File: config.mk
export PLATFORM = sky130hd
export DESIGN_NAME = aes_dec_round_sched
export DESIGN_NICKNAME = d
export VERILOG_FILES = /design/src/rtl/aes_dec_pkg.sv /design/src/rtl/aes_dec_round_sched.sv
export SDC_FILE = /design/constraint.sdc
export NUM_CORES = 1
export LEC_CHECK = 0
export CAP_MARGIN = 30
export CORE_UTILIZATION = 35
export DETAILED_ROUTE_END_ITERATION = 10
export HOLD_SLACK_MARGIN = 0.05
export PLACE_DENSITY_LB_ADDON = 0.3
export SLEW_MARGIN = 20
export SYNTH_ARGS = -nofsm -noshare
export SYNTH_HDL_FRONTEND = slang
export SYNTH_SLANG_ARGS = --single-unit
export TNS_END_PERCENT = 30
File: constraint.sdc
create_clock -name ap_clk -period 1.9 [get_ports ap_clk]
set_clock_uncertainty 0.05 [all_clocks]
set_input_delay 0.475 -clock ap_clk [delete_from_list [all_inputs] [get_ports ap_clk]]
set_output_delay 0.475 -clock ap_clk [all_outputs]
set_load 0.02 [all_outputs]
File: src/rtl/aes_dec_pkg.sv
// Shared definitions for the AES decrypt round scheduler: one-hot state
// encoding, statemt port-owner codes and the default round count.
package aes_dec_pkg;

    localparam int NR_DEFAULT = 10;

    // One-hot so every output decode is a single flop bit.
    typedef enum logic [7:0] {
        S_IDLE     = 8'b0000_0001,
        S_ARK_GO   = 8'b0000_0010,
        S_ARK_WAIT = 8'b0000_0100,
        S_ISB_GO   = 8'b0000_1000,
        S_ISB_WAIT = 8'b0001_0000,
        S_IMC_GO   = 8'b0010_0000,
        S_IMC_WAIT = 8'b0100_0000,
        S_DONE     = 8'b1000_0000
    } state_e;

    localparam logic [1:0] PSEL_NONE = 2'd0;
    localparam logic [1:0] PSEL_ARK  = 2'd1;
    localparam logic [1:0] PSEL_ISB  = 2'd2;
    localparam logic [1:0] PSEL_IMC  = 2'd3;

endpackage

File: src/rtl/aes_dec_round_sched.sv
// Round scheduler for the AES decrypt core. Walks AddRoundKey,
// InvShiftRow+InvByteSub and InvMixColumn through their start/done
// handshakes, drives the AddRoundKey round index and picks the owner of
// the shared statemt ports. All outputs except ap_idle decode registers.
module aes_dec_round_sched
    import aes_dec_pkg::*;
#(
    parameter int NR = NR_DEFAULT
) (
    input  logic       ap_clk,
    input  logic       ap_rst,
    input  logic       ap_start,
    output logic       ap_done,
    output logic       ap_idle,
    output logic       ap_ready,
    output logic       ark_start,
    input  logic       ark_done,
    output logic [4:0] ark_n,
    output logic       isb_start,
    input  logic       isb_done,
    output logic       imc_start,
    input  logic       imc_done,
    output logic [1:0] port_sel,
    output logic [3:0] round
);

    localparam logic [3:0] NR_Q = 4'(NR);

    state_e     state_q, state_d;
    logic [3:0] round_q, round_d;

    // Next-state and round counter update. A done input is only looked at
    // in its own WAIT state, since idle sub-blocks hold ap_done high.
    always_comb begin
        state_d = state_q;
        round_d = round_q;
        case (state_q)
            S_IDLE: begin
                if (ap_start) begin
                    round_d = NR_Q;
                    state_d = S_ARK_GO;
                end
            end
            S_ARK_GO:   state_d = S_ARK_WAIT;
            S_ARK_WAIT: begin
                if (ark_done) begin
                    if (round_q == 4'd0) begin
                        state_d = S_DONE;
                    end else if (round_q == NR_Q) begin
                        round_d = NR_Q - 4'd1;
                        state_d = S_ISB_GO;
                    end else begin
                        state_d = S_IMC_GO;
                    end
                end
            end
            S_ISB_GO:   state_d = S_ISB_WAIT;
            S_ISB_WAIT: if (isb_done) state_d = S_ARK_GO;
            S_IMC_GO:   state_d = S_IMC_WAIT;
            S_IMC_WAIT: begin
                if (imc_done) begin
                    // Guard keeps the 4-bit counter from ever wrapping.
                    if (round_q != 4'd0) round_d = round_q - 4'd1;
                    state_d = S_ISB_GO;
                end
            end
            S_DONE:     state_d = S_IDLE;
            default:    state_d = S_IDLE;
        endcase
    end

    // State and round registers with asynchronous reset.
    always_ff @(posedge ap_clk or posedge ap_rst) begin
        if (ap_rst) begin
            state_q <= S_IDLE;
            round_q <= 4'd0;
        end else begin
            state_q <= state_d;
            round_q <= round_d;
        end
    end

    // Port owner follows the active stage from GO through done acceptance.
    always_comb begin
        port_sel = PSEL_NONE;
        case (state_q)
            S_ARK_GO, S_ARK_WAIT: port_sel = PSEL_ARK;
            S_ISB_GO, S_ISB_WAIT: port_sel = PSEL_ISB;
            S_IMC_GO, S_IMC_WAIT: port_sel = PSEL_IMC;
            default:              port_sel = PSEL_NONE;
        endcase
    end

    assign ark_start = (state_q == S_ARK_GO);
    assign isb_start = (state_q == S_ISB_GO);
    assign imc_start = (state_q == S_IMC_GO);
    assign ap_done   = (state_q == S_DONE);
    assign ap_ready  = ap_done;
    assign ap_idle   = (state_q == S_IDLE) && !ap_start;
    assign ark_n     = {1'b0, round_q};
    assign round     = round_q;

endmodule
==> results.yml, run 1 <==
status:
  outcome: "finished, violations left"
  failed_checks: "setup timing"
synth:
  yosysWarnings: 0
  synth_cell_types: 34
  synth_area_leaders: "dfrtp_1 (34%), buf_4 (5.5%), ha_1 (4.6%)"
  synthFlopType: "dfrtp_1"
  syn_area_um2: 815
  synth_edf_count: 0
  synth_nets: 93
  ys_ff_latch: 12
  synth_top_area_frac: 0.338
  avgSynthCellArea_um2: 9.70
  async_reset_ff_frac: 1.00
  synthCells: 84
  synth_top_area_cell: "dfrtp_1"
  ys_seq_area_frac: 0.370
critical_path:
  crit_top_cell: "buf_6"
  path_class: "flip-flop to flip-flop"
  critPathSlowestCell: "dfrtp_1"
  r2r_start: "state_q[5]"
  start_kind: "flip-flop"
  critPathArrivalTime_ns: 2.28
  critPathBufInv: 3
  critical_path.cell_chain: "buf_6 > nor4_4 > nand4b_1 > buf_4 > buf_6 > o22a_4 > nand3_4 > mux2_4"
  path_max_fanout: 4
  worst-r2r-setup-slack_ns: -0.26
  ff2ff_path_depth: 8
  critPathTopFamily: "simple AND/OR/NAND/NOR gates"
  timing.rr.end: "round[1]"
  cpPeakStageDelay_ns: 0.41
  crit_path_end_kind: "flip-flop"
  cp.required_ns: 2.01
sta:
  worst_slack_ns: -0.264
  max_freq_ghz: 0.462
  setup_violations: 16
  fin_crit_sh: 1.14
  hold_violations: 0
  whs_ns: 0.460
  drv_slew: 0
  fin_crit_ns: 2.16
  rsz0062_at_grt: "yes"
placement:
  placed_cell_area_mm2: 0.00119
  dp_hpwl_um: 1680
  gp_congestion: 0.796
  numPortBuffers: 21
final_layout:
  nNetsFinal: 146
  final_common_cell: "buf_4"
  area_delta_synth_final_pct: 71.4
  drive_above_1_share: 0.485
  final_area_mm2: 0.00140
  utilization: 0.631
  num_antenna_cells: 0
  mostFrequentLayoutCells: "buf_4 (28), buf_6 (12), dfrtp_1 (11)"
power:
  power.leakage_nw: 0.733
  total_power_w: 0.00159
  powerDensity_mw_per_mm2: 1140
  vdd_drop_max_v: 0.000734
floorplan:
  io_pins: 23
  start_util: 0.368
  die_area_mm2: 0.00252
  die_w_um: 50.2
  core_area_mm2: 0.00221
  rows: 17
  dieHeight_um: 50.2
route:
  wirelength_um: 2400
  avgViaCountPerCell: 5.02
  drtIter0Drc: 18
  drtPass1Iterations: 4
  detail-route-antenna-nets: 0
  wl_per_cell_um: 14.6
  vias: 823
  drcViolationCount: 0
grt:
  grt_pass1_wl_um: 3660
  met2_usage: 0.356
  grt_use_total: 0.195
  gr-total-overflow: 0
  grt_pass1_vias: 849
  grt_use_met3: 0.0394
  grt_start_max_net_pins: 13
  antenna_found_initial: 0
  busiest_layer: "met2"
  grt_use_met1: 0.215
clock_network:
  cts_hold_buf: 0
  cts_root_buffer: "clkbuf_4"
  cts_tree: "built"
  cts_max_level: 1
  clk_latency_ns: 0.28
  cts_sinks: 12
  clk_path_buf_depth: 2
  cts_buffers: 3
  clk_transition_reported_paths_ns: 0.08
run:
  drv_cap: 0
hold_path:
  hp-class: "input pin to asynchronous set/reset pin"
kinds of logic (layout without fill, tap and decap cells):
family	after synthesis	in the layout	synth area share
simple gates	38	38	0.330
flops	12	12	0.370
other cells	1	1	0.00460
compound gates	15	15	0.124
buf+inv	13	65	0.0875
fa+ha+maj	3	3	0.0461
mux	2	2	0.0369
where the power goes:
group	switching (W)	leakage [nW]	internal [W]
registers	0.0000368	0.152	0.000311
logic	0.000481	0.560	0.000552
clock network	0.0000898	0.0210	0.000117
flip-flops by register name, summed over array words and instances, names as in the netlist:
register	flops
round	4
state_q	8
repair_timing:
action                     4_1_cts  5_1_grt
buffers inserted                 5        6
setup endpoints to repair       20       20
pin swaps                        9       10
gates resized for setup         59       15
layer usage:
metal / share of wire / wire, um / up-vias
met5: 0 / 0 / -
met3: 0.037 / 88 / 9
met4: 0.026 / 62 / 0
li1: - / - / 406
met1: 0.41 / 979 / 380
met2: 0.53 / 1270 / 28
layout make-up:
| cell class | count | area [um^2] |
|---|---|---|
| inverter | 7 | 26.3 |
| sequential | 12 | 302 |
| fill | 203 | 816 |
| clock buffer | 4 | 36.3 |
| tap | 28 | 35.0 |
| multi-input combinational | 59 | 505 |
| timing repair buffer | 54 | 492 |
cell usage after synthesis, types with 2 or more instances:
cell      count
a21oi_1       2
mux2_4        2
ha_1          3
inv_1         6
nor3_1        4
nand4b_1      4
nand2_1       5
buf_4         6
dfrtp_1      11
nand4b_2      2
a31oi_1       2
nand3_1       3
and4b_2       2
o21ai_0       5
nor2_1        7
nand3b_1      2
through the flow:
stage | TNS [ns] | setup WS, ns | std cells
floorplan | 0 | 0.0205 | 84
CTS | -2.57 | -0.248 | 159
finish | -2.95 | -0.264 | 164
global placement | -3.06 | -0.423 | 150
global route | -4.18 | -0.339 | 164
detailed placement | -3.23 | -0.432 | 150
worst reg2reg max path: cells and delay by family (launching register included):
| family | cells | cell delay [ns] |
|---|---|---|
| buffers and inverters | 3 | 0.44 |
| AO/OA/AOI/OAI | 1 | 0.26 |
| multiplexers | 1 | 0.30 |
| AND/OR/NAND/NOR | 3 | 0.59 |
| flip-flops | 1 | 0.41 |
worst max-delay path by stage:
stage,from,endpoint,slack [ns],depth (start not counted)
floorplan,state_q[5],port_sel[0],0.02,4
global placement,state_q[2],port_sel[0],-0.42,5
detailed placement,state_q[2],port_sel[0],-0.43,5
CTS,state_q[4],ap_idle,-0.25,5
global route,state_q[2],ark_start,-0.34,4
finish,state_q[5],round[1],-0.26,8
No activity file was read; power rests on OpenSTA's default activity.
==> run 2, diff against run 1 <==
==> constraint.sdc (replaced) <==
create_clock -name ap_clk -period 2.7 [get_ports ap_clk]
set_clock_uncertainty 0.05 [all_clocks]
set_input_delay 0.675 -clock ap_clk [delete_from_list [all_inputs] [get_ports ap_clk]]
set_output_delay 0.675 -clock ap_clk [all_outputs]
set_load 0.02 [all_outputs]
==> run 2 against run 1 <==
- the run now ends clean
- first-iteration DRC count is 33% higher
- global-route usage is 3.9 points lower
- total power is 46% lower
- sequential share of layout area is 6.2 points higher
- critical path type is now flip-flop to output port
- flip-flop and latch count stayed put
==> results.yml, run 2 (synthesized netlist as in run 1, its figures left out) <==
critical_path:
  path_class: "flip-flop to output port"
  start_kind: "flip-flop"
  path_max_fanout: 5
  critical_path.cell_chain: "nor4_4 > and4b_2 > nor2_1 > nand3_1 > dlygate4sd2_1"
  crit_path_end_kind: "output port"
  critPathArrivalTime_ns: 1.83
  critPathTopFamily: "simple AND/OR/NAND/NOR gates"
  critPathBufInv: 1
  cp.required_ns: 1.98
  critPathSlowestCell: "dfrtp_1"
  cpPeakStageDelay_ns: 0.46
final_layout:
  nNetsFinal: 118
  mostFrequentLayoutCells: "clkdlybuf4s50_1 (14), dfrtp_1 (11), nor2_1 (6), inv_1 (6), dlygate4sd2_1 (6)"
  area_delta_synth_final_pct: 33.2
  fillCellCount: 233
  num_antenna_cells: 0
  stdcell_count: 136
  largest_register_ffs: 8
  drive_above_1_share: 0.194
  largest-register: "state_q"
  final_common_cell: "clkdlybuf4s50_1"
clock_network:
  cts_max_level: 1
  cts_root_buffer: "clkbuf_4"
  clk_path_buf_depth: 2
  cts_buffers: 3
  clk_latency_ns: 0.27
  clk_transition_reported_paths_ns: 0.07
  cts_sinks: 12
  post_cts_buffers: 0
  cts_tree: "built"
sta:
  whs_ns: 0.566
  fin_crit_sh: 0.947
  drv_slew: 0
  hold_violations: 0
  rsz0062_at_grt: "no"
  fin_crit_ns: 2.56
  setup_violations: 0
  tns_ns: 0
  max_freq_ghz: 0.391
  worst_slack_ns: 0.144
run:
  drv_cap: 0
power:
  power.leakage_nw: 0.551
  seqPwrFrac: 0.311
  vdd_drop_max_v: 0.000418
  p_int_w: 0.000495
  powerDensity_mw_per_mm2: 783
  combPwrFrac: 0.554
  p_clk_frac: 0.135
  p_sw_w: 0.000354
  swShare: 0.417
floorplan:
  die_area_mm2: 0.00252
  core_area_mm2: 0.00221
  rows: 17
  start_util: 0.368
  die_w_um: 50.2
  dieHeight_um: 50.2
  io_pins: 23
route:
  drcViolationCount: 0
  vias: 722
  avgViaCountPerCell: 5.31
  wirelength_um: 1810
  detail-route-antenna-nets: 0
  drtIter0Drc: 24
  drtPass1Iterations: 4
  wl_per_cell_um: 13.3
grt:
  gr-total-overflow: 0
  grt_use_total: 0.157
  grt_pass1_wl_um: 2970
  grt_start_max_net_pins: 13
  grt_pass1_vias: 691
  antenna_found_initial: 0
placement:
  gp_congestion: 0.809
  post-place-ws_ns: 0.119
  numPortBuffers: 21
  dp_hpwl_um: 1360
  place_inst: 132
status:
  outcome: "completed"
hold_path:
  hp-class: "flip-flop to flip-flop"
-- run 2: changes by cell type in the layout (fill, tap and decap cells not counted), sizes merged --
cell | before | now
buf | 40 | 5
clkdlybuf4s15 | 1 | 0
clkdlybuf4s50 | 5 | 14
dlygate4sd2 | 4 | 6
dlymetal6s2s | 4 | 1
-- run 2: cell type report --
cell class                 instances  area, um^2  area share
multi-input combinational         59         453       0.418
sequential                        12         302       0.278
timing repair buffer              26         243       0.224
tap                               28        35.0      0.0323
clock buffer                       4        26.3      0.0242
inverter                           7        26.3      0.0242
-- run 2: worst paths after layout --
path,from,end,slack (ns),depth (start not counted)
max,state_q[5],port_sel[0],0.14,5
min,round[2],round[2],0.57,1
max reg2reg,state_q[5],round[1],0.61,6
min reg2reg,round[2],round[2],0.57,1
max in group asynchronous,ap_rst,state_q[0],1.59,2
min in group asynchronous,ap_rst,round[1],0.67,2
-- run 2: routing by layer --
metal,global-route usage,share of wire,wire [um]
met1,0.208,0.47,842
met2,0.249,0.48,874
met3,0.0303,0.040,73
met4,0.0571,0.0083,15
met5,0,0,0
-- run 2: worst reg2reg max path: stages, from the launching register on --
cell and delay, ns:
dfrtp_1 0.46, nor4_4 0.36, nand4b_1 0.21, buf_4 0.20, o22a_2 0.26, nand3_2 0.13, mux2_4 0.31
-- run 2: per-stage QoR --
| step | total power (W) | area, um^2 | utilization |
|---|---|---|---|
| after floorplan | 0.000553 | 815 | - |
| after global placement | 0.000721 | 1050 | 0.476 |
| after detailed placement | 0.000730 | 1050 | 0.476 |
| after CTS | 0.000844 | 1080 | 0.488 |
| after global routing | 0.000903 | 1080 | 0.490 |
| final | 0.000849 | 1080 | 0.490 |
-- run 2: timing repair --
action | in CTS | in global routing
setup endpoints to repair | 7 | 2
gates resized for setup | 7 | 2
hold buffers | 0 | 0
-- run 2: power by group through the flow --
stage               registers (W)  clock network, W  logic (W)
CTS                      0.000259          0.000117   0.000468
detailed placement       0.000258                 0   0.000472
global placement         0.000258                 0   0.000463
floorplan                0.000262                 0   0.000290
global route             0.000269          0.000130   0.000504
finish                   0.000264          0.000115   0.000471
